**src/rtl/calc_sequencer.sv**
```systemverilog
// calc_sequencer: debounces shape codes into tokens and sequences "A op B" through the calculator.
// Define CALC_TIMEOUT_EN to abandon partial expressions idle for TIMEOUT_CYCLES.
module calc_sequencer #(
  parameter int STABLE_CYCLES = 4
`ifdef CALC_TIMEOUT_EN
  , parameter int TIMEOUT_CYCLES = 50_000_000
`endif
) (
  input  logic       clk,
  input  logic       rst_n,
  input  logic       shape_valid,
  input  logic [3:0] shape_code,
  output logic [3:0] shape_1,
  output logic [3:0] shape_2,
  output logic [1:0] shape_sym,
  input  logic [3:0] result_1,
  input  logic [3:0] result_2,
  output logic [3:0] disp_tens,
  output logic [3:0] disp_ones,
  output logic       disp_neg,
  output logic       result_valid,
  output logic [2:0] state,
  output logic       tok_accept,
  output logic       tok_err
);
  localparam int CW = $clog2(STABLE_CYCLES + 1);
  typedef enum logic [2:0] {S_A = 3'd0, S_SYM = 3'd1, S_B = 3'd2, S_CALC = 3'd3, S_SHOW = 3'd4} state_t;
  state_t r_state, w_state_n;
  logic [CW-1:0] r_cnt, w_cnt;
  logic [3:0] r_prev_code, r_a, r_b, w_a_n, w_b_n, r_s1, r_s2, r_disp_tens, r_disp_ones;
  logic [1:0] r_sym, w_sym_n, w_op;
  logic r_prev_valid, r_armed, r_disp_neg, r_result_valid;
  logic w_run, w_is_dig, w_is_op, w_is_clr, w_acc, w_err, w_swap, w_to;
  assign w_run = shape_valid && r_prev_valid && shape_code == r_prev_code;
  assign w_cnt = !shape_valid ? '0 : !w_run ? CW'(1) :
                 (r_cnt == CW'(STABLE_CYCLES)) ? r_cnt : r_cnt + CW'(1);
  assign w_is_dig = shape_code <= 4'd9;
  assign w_is_op = shape_code inside {4'hA, 4'hB, 4'hC};
  assign w_is_clr = shape_code == 4'hF;
  assign w_op = 2'(shape_code - 4'd9);
  assign w_acc = r_armed && w_cnt == CW'(STABLE_CYCLES) && (w_is_dig || w_is_op || w_is_clr);
  always_ff @(posedge clk) begin
    if (!rst_n) begin
      r_prev_valid <= 1'b0;
      r_prev_code <= '0;
      r_cnt <= '0;
      r_armed <= 1'b1;
    end else begin
      r_prev_valid <= shape_valid;
      r_prev_code <= shape_code;
      r_cnt <= w_cnt;
      r_armed <= w_acc ? 1'b0 : !w_run ? 1'b1 : r_armed;
    end
  end
`ifdef CALC_TIMEOUT_EN
  localparam int TW = $clog2(TIMEOUT_CYCLES + 1);
  logic [TW-1:0] r_to;
  assign w_to = (r_state == S_SYM || r_state == S_B) && !w_acc && r_to == TW'(TIMEOUT_CYCLES - 1);
  always_ff @(posedge clk) begin
    if (!rst_n) r_to <= '0;
    else r_to <= (w_acc || !(r_state == S_SYM || r_state == S_B)) ? '0 : r_to + TW'(1);
  end
`else
  assign w_to = 1'b0;
`endif
  always_comb begin
    w_state_n = r_state;
    w_a_n = r_a;
    w_b_n = r_b;
    w_sym_n = r_sym;
    w_err = 1'b0;
    w_swap = 1'b0;
    if (w_acc && w_is_clr) begin
      w_state_n = S_A;
      w_a_n = '0;
      w_b_n = '0;
      w_sym_n = '0;
    end else if (w_acc) begin
      case (r_state)
        S_A: if (w_is_dig) begin
          w_a_n = shape_code;
          w_state_n = S_SYM;
        end else w_err = 1'b1;
        S_SYM: if (w_is_dig) w_a_n = shape_code;
        else begin
          w_sym_n = w_op;
          w_state_n = S_B;
        end
        S_B: if (w_is_dig) begin
          w_b_n = shape_code;
          w_state_n = S_CALC;
          w_swap = r_sym == 2'b10 && shape_code > r_a;
        end else w_sym_n = w_op;
        S_CALC: w_state_n = S_SHOW;
        S_SHOW: if (w_is_dig) begin
          w_a_n = shape_code;
          w_sym_n = 2'b00;
          w_state_n = S_SYM;
        end else w_err = 1'b1;
        default: w_state_n = S_A;
      endcase
    end else if (w_to) begin
      w_state_n = S_A;
      w_a_n = '0;
      w_b_n = '0;
      w_sym_n = '0;
      w_err = 1'b1;
    end else if (r_state == S_CALC) w_state_n = S_SHOW;
    else if (r_state > S_SHOW) w_state_n = S_A;
  end
  always_ff @(posedge clk) begin
    if (!rst_n) begin
      r_state <= S_A;
      r_a <= '0;
      r_b <= '0;
      r_sym <= '0;
      r_s1 <= '0;
      r_s2 <= '0;
      r_disp_tens <= '0;
      r_disp_ones <= '0;
      r_disp_neg <= 1'b0;
      r_result_valid <= 1'b0;
    end else begin
      r_state <= w_state_n;
      r_a <= w_a_n;
      r_b <= w_b_n;
      r_sym <= w_sym_n;
      // rejected tokens leave the calculator operands untouched
      if ((w_acc && !w_err) || w_to) begin
        r_s1 <= w_swap ? w_b_n : w_a_n;
        r_s2 <= w_swap ? w_a_n : w_b_n;
      end
      if (w_acc && w_is_clr) begin
        r_disp_tens <= '0;
        r_disp_ones <= '0;
        r_disp_neg <= 1'b0;
        r_result_valid <= 1'b0;
      end else if (r_state == S_CALC) begin
        r_disp_tens <= result_1;
        r_disp_ones <= result_2;
        r_disp_neg <= r_sym == 2'b10 && r_b > r_a;
        r_result_valid <= 1'b1;
      end else if (w_acc && w_is_dig && r_state == S_SHOW) r_result_valid <= 1'b0;
    end
  end
  assign shape_1 = r_s1;
  assign shape_2 = r_s2;
  assign shape_sym = r_sym;
  assign disp_tens = r_disp_tens;
  assign disp_ones = r_disp_ones;
  assign disp_neg = r_disp_neg;
  assign result_valid = r_result_valid;
  assign state = r_state;
  assign tok_accept = w_acc;
  assign tok_err = w_err;
endmodule

```
**config.mk**
```make
export PLATFORM = sky130hd
export DESIGN_NAME = calc_sequencer
export DESIGN_NICKNAME = d
export VERILOG_FILES = /design/src/rtl/calc_sequencer.sv
export SDC_FILE = /design/constraint.sdc
export NUM_CORES = 1
export LEC_CHECK = 0
export CORE_ASPECT_RATIO = 2
export CORE_MARGIN = 1.5
export CORE_UTILIZATION = 40
export CTS_CLUSTER_DIAMETER = 40
export DETAILED_ROUTE_END_ITERATION = 16
export GPL_TIMING_DRIVEN = 0
export PLACE_DENSITY = 0.73
export SYNTH_ARGS = -nofsm -noshare
export SYNTH_HDL_FRONTEND = slang
export SYNTH_SLANG_ARGS = --single-unit
```
**constraint.sdc**
```tcl
create_clock -name clk -period 7.5 [get_ports clk]
set_input_delay 1.5 -clock clk [delete_from_list [all_inputs] [get_ports clk]]
set_output_delay 1.5 -clock clk [all_outputs]
set_load 0.01 [all_outputs]
```
==> summary.md <==
| Metric | Value |
|---|---|
| Worst Path Arrival | 4.52 ns |
| First DRT Iteration DRCs | 116 |
| Most common cell after layout, fill and taps aside | dfxtp_1 |
| Vias in the first global route | 2,221 |
| Clock Tree Root | clkbuf_16 |
| Area growth syn-to-layout | 27.1% |
| Die width | 57.7 um |
| Nets | 337 |
| DRT antenna net count | 0 |
| WL/cell | 16.8 um |
| Initial antenna violation count | 0 |
| Commonest non-fill, non-tap cells in the layout | 40 x dfxtp_1, 39 x clkdlybuf4s50_1, 21 x nor2_1 |
| CP Capture Type | primary output |
| Drt drc | 6 |
| Share of the synthesized area in the top cell type | 33.5% |
| Synthesized area | 2390 um^2 |
| Maximum VDD drop | 0.000163 V |
| Sequential area share after synthesis | 33.5% |
| Clk sink count | 40 |
| Clock Path Buffers | 2 |
| Hold Vio Cnt, Final | 0 |
| #FFs+latches synth | 40 |
| Final worst-path cycle share | 80.3% |
| Final min period | 6.02 ns |
| EDFF count, synth | 0 |
| Failing checks | design-rule violations |
| Status | complete, but fails checks |
| ANT cells | 0 |
| Asr flop ratio synth | 0% |
| Slew @ Worst Pin | 0.892 ns |
| Post-CTS Setup Bufs | 0 |
| Max-cap violation count | 0 |
| Cts bufs inserted | 5 |
| DP Wirelength | 4.73 mm |
| Power Density | 171 nW/um^2 |
| Initial Util | 41.6% |
| CP Cell Sequence | clkdlybuf4s50_1 > buf_2 > inv_1 > ha_1 > or4b_1 > nor3_4 > or2_4 > or2_4 > buf_6 > nor2_1 > clkdlybuf4s50_1 |
| Hold Crit Depth | 2 |
| Leak | 1.16 nW |
| Final Max Tran Viols | 0 |
| Final setup fails | 0 |
| Die H | 112 um |
| DIE AREA | 6490 um^2 |
| FF-to-FF setup slack | 4.92 ns |
| Detailed Routing Iterations Pass 1 | 10 |
| Critical path's slowest cell | or4b_1 |
| Fmax | 166 MHz |
| CP max stage delay | 0.56 ns |
| Placed cell count | 361 |
| Post-synthesis area per instance | 9.17 um^2 |
| Post-DR vias/cell | 5.77 |
| Main synth FF type | dfxtp_1 |
| Hold path startpoint | disp_neg$_SDFFE_PP0P_ |
| R2R Path End | shape_sym[0]$_SDFFE_PP0P_ |
| Largest net degree at the start of global routing | 13 |
| Syn Nets | 291 |
| Core Area | 5760 um^2 |
| R2R Path Start | r_cnt[0]$_SDFF_PN0_ |
| CTS tree | done |
| CTS H-Tree Depth | 2 |
| Final GP Congestion | 0.962 |
| I/O Pins | 40 |
| Post-route insts no fill | 369 |
| Slew headroom | 39.9% |
| Number of synthesis warnings | 0 |
| Library cells used by synthesis | 59 |
| Setup CP Type | input pin to primary output |
| Vias | 2,128 |
| Area leader, netlist | dfxtp_1 |
| Tot GR Track Use | 21.0% |
| Grt total ovfl | 0 |
| PortBufs | 39 |
| RSZ-0062 raised after global routing | false |
| Number of hold buffers added after CTS | 0 |
| First-pass GRT wire length | 10.5 mm |
| Worst path top cell family by delay | buffers and inverters |
| Worst setup margin | 1.48 ns |
| Critical Path RT | 6.00 ns |
| Setup_tns | 0 ns |
| Num rows | 39 |
| Post-cts sizing count | 0 |
| Clk_skew | 0.00708 ns |
| Clk_lat worst skew | 0.29 ns |
| Startpoint Class | input pin |
| CP Buf/Inv Count | 5 |
| End of the worst hold path | disp_neg$_SDFFE_PP0P_ |
| Largest cells by area after synthesis | dfxtp_1 33%, ha_1 7.8%, mux2i_1 4.6%, a2111oi_4 3.5%, nor2_1 3.3% |
| Worst-path clk slew | 0.06 ns |
| Routed wire length | 6.21 mm |
| Crit Path Max Fanout | 10 |
| Power Total | 0.522 mW |
| Mapped Cells | 261 |
| Filler cell count | 549 |
| Worst Hold Class | register to register |
| Share of cells above drive strength 1 | 11.0% |
| Worst reg-to-reg path cell count | 9 |
| Place WS | 1.46 ns |
[state kept, by name, summed over array words and instances (netlist names), 2 cells and up]
signal       flops
shape_2          4
shape_1          4
disp_tens        4
r_prev_code      4
r_a              4
disp_ones        4
state            3
r_cnt            3
shape_sym        2
r_b              4
[power by group]
part           switching, mW  internal, mW
registers            0.00105         0.214
clock network         0.0876         0.175
logic                 0.0239        0.0198
[synth_stat cells, types with 2 or more instances]
library cell,n
nor2_1,21
o211ai_1,4
nor3_2,2
o31ai_1,3
nand2b_1,6
buf_4,2
nor4_4,2
inv_1,8
nand3b_1,2
or2_4,2
and2_1,10
and3_1,5
ha_1,15
clkbuf_1,8
a2111oi_4,3
nor3_1,3
buf_2,2
a22oi_1,3
nor2b_1,9
a21boi_1,9
o21ai_1,12
nand3_1,15
a211oi_1,2
a21oi_1,12
buf_6,3
nand2_1,12
a21o_1,2
mux2i_1,11
inv_2,2
dfxtp_1,40
o21ai_0,3
[cell type report]
class | instances | area, um^2 | area share, %
inverters | 11 | 43.8 | 1.44
clock inverters | 1 | 30.0 | 0.987
repair buffers | 39 | 390 | 12.8
multi-input cells | 195 | 1460 | 48.0
plain buffers | 15 | 88.8 | 2.92
clock buffers | 7 | 153 | 5.02
well taps | 61 | 76.3 | 2.51
flip-flops and latches | 40 | 801 | 26.3
[worst max-delay path by stage]
| stage | endpoint | slack, ns | from | cells after the start |
|---|---|---|---|---|
| after CTS | tok_err | 1.44 | shape_code[1] | 11 |
| after detailed placement | tok_err | 1.46 | shape_code[1] | 11 |
| after global routing | tok_err | 1.32 | shape_code[1] | 11 |
| after floorplan | tok_err | 2.78 | shape_code[1] | 9 |
| after global placement | tok_err | 1.49 | shape_code[1] | 11 |
| final | tok_err | 1.48 | shape_code[1] | 11 |
[metrics by stage]
stage | instance area (um^2) | hold slack, ns | utilization, %
floorplan | 2390 | 0.453 | -
global placement | 2860 | 0.443 | 49.7
detailed placement | 2860 | 0.456 | 49.7
CTS | 3040 | 0.467 | 52.8
global route | 3040 | 0.501 | 52.8
finish | 3040 | 0.463 | 52.8
[worst min-delay path, delay by kind of cell, from the launching register on]
family             cells  cell delay [ns]
DFF                    1             0.31
and+or+nand+nor        1             0.05
AOI/OAI and AO/OA      1             0.05
[logic make-up (layout without fill, tap and decap cells)]
| family | Yosys count | after routing | share of synthesized area, % |
|---|---|---|---|
| AO/OA/AOI/OAI | 67 | 67 | 22.1 |
| XOR/XNOR | 1 | 1 | 0.366 |
| adder cells (fa/ha/maj) | 15 | 15 | 7.84 |
| buffers and inverters | 26 | 73 | 5.54 |
| flip-flops | 40 | 40 | 33.5 |
| multiplexers | 11 | 11 | 4.60 |
| AND/OR/NAND/NOR | 101 | 101 | 26.1 |
[routing by layer]
layer	vias to the layer above	track usage, %	share of wire [%]
li1	1029	-	-
met1	1009	20.6	36
met2	73	38.3	55
met3	17	5.41	5.0
met4	0	11.5	4.1
met5	-	0	0
No activity file was read; power rests on OpenSTA's default activity.
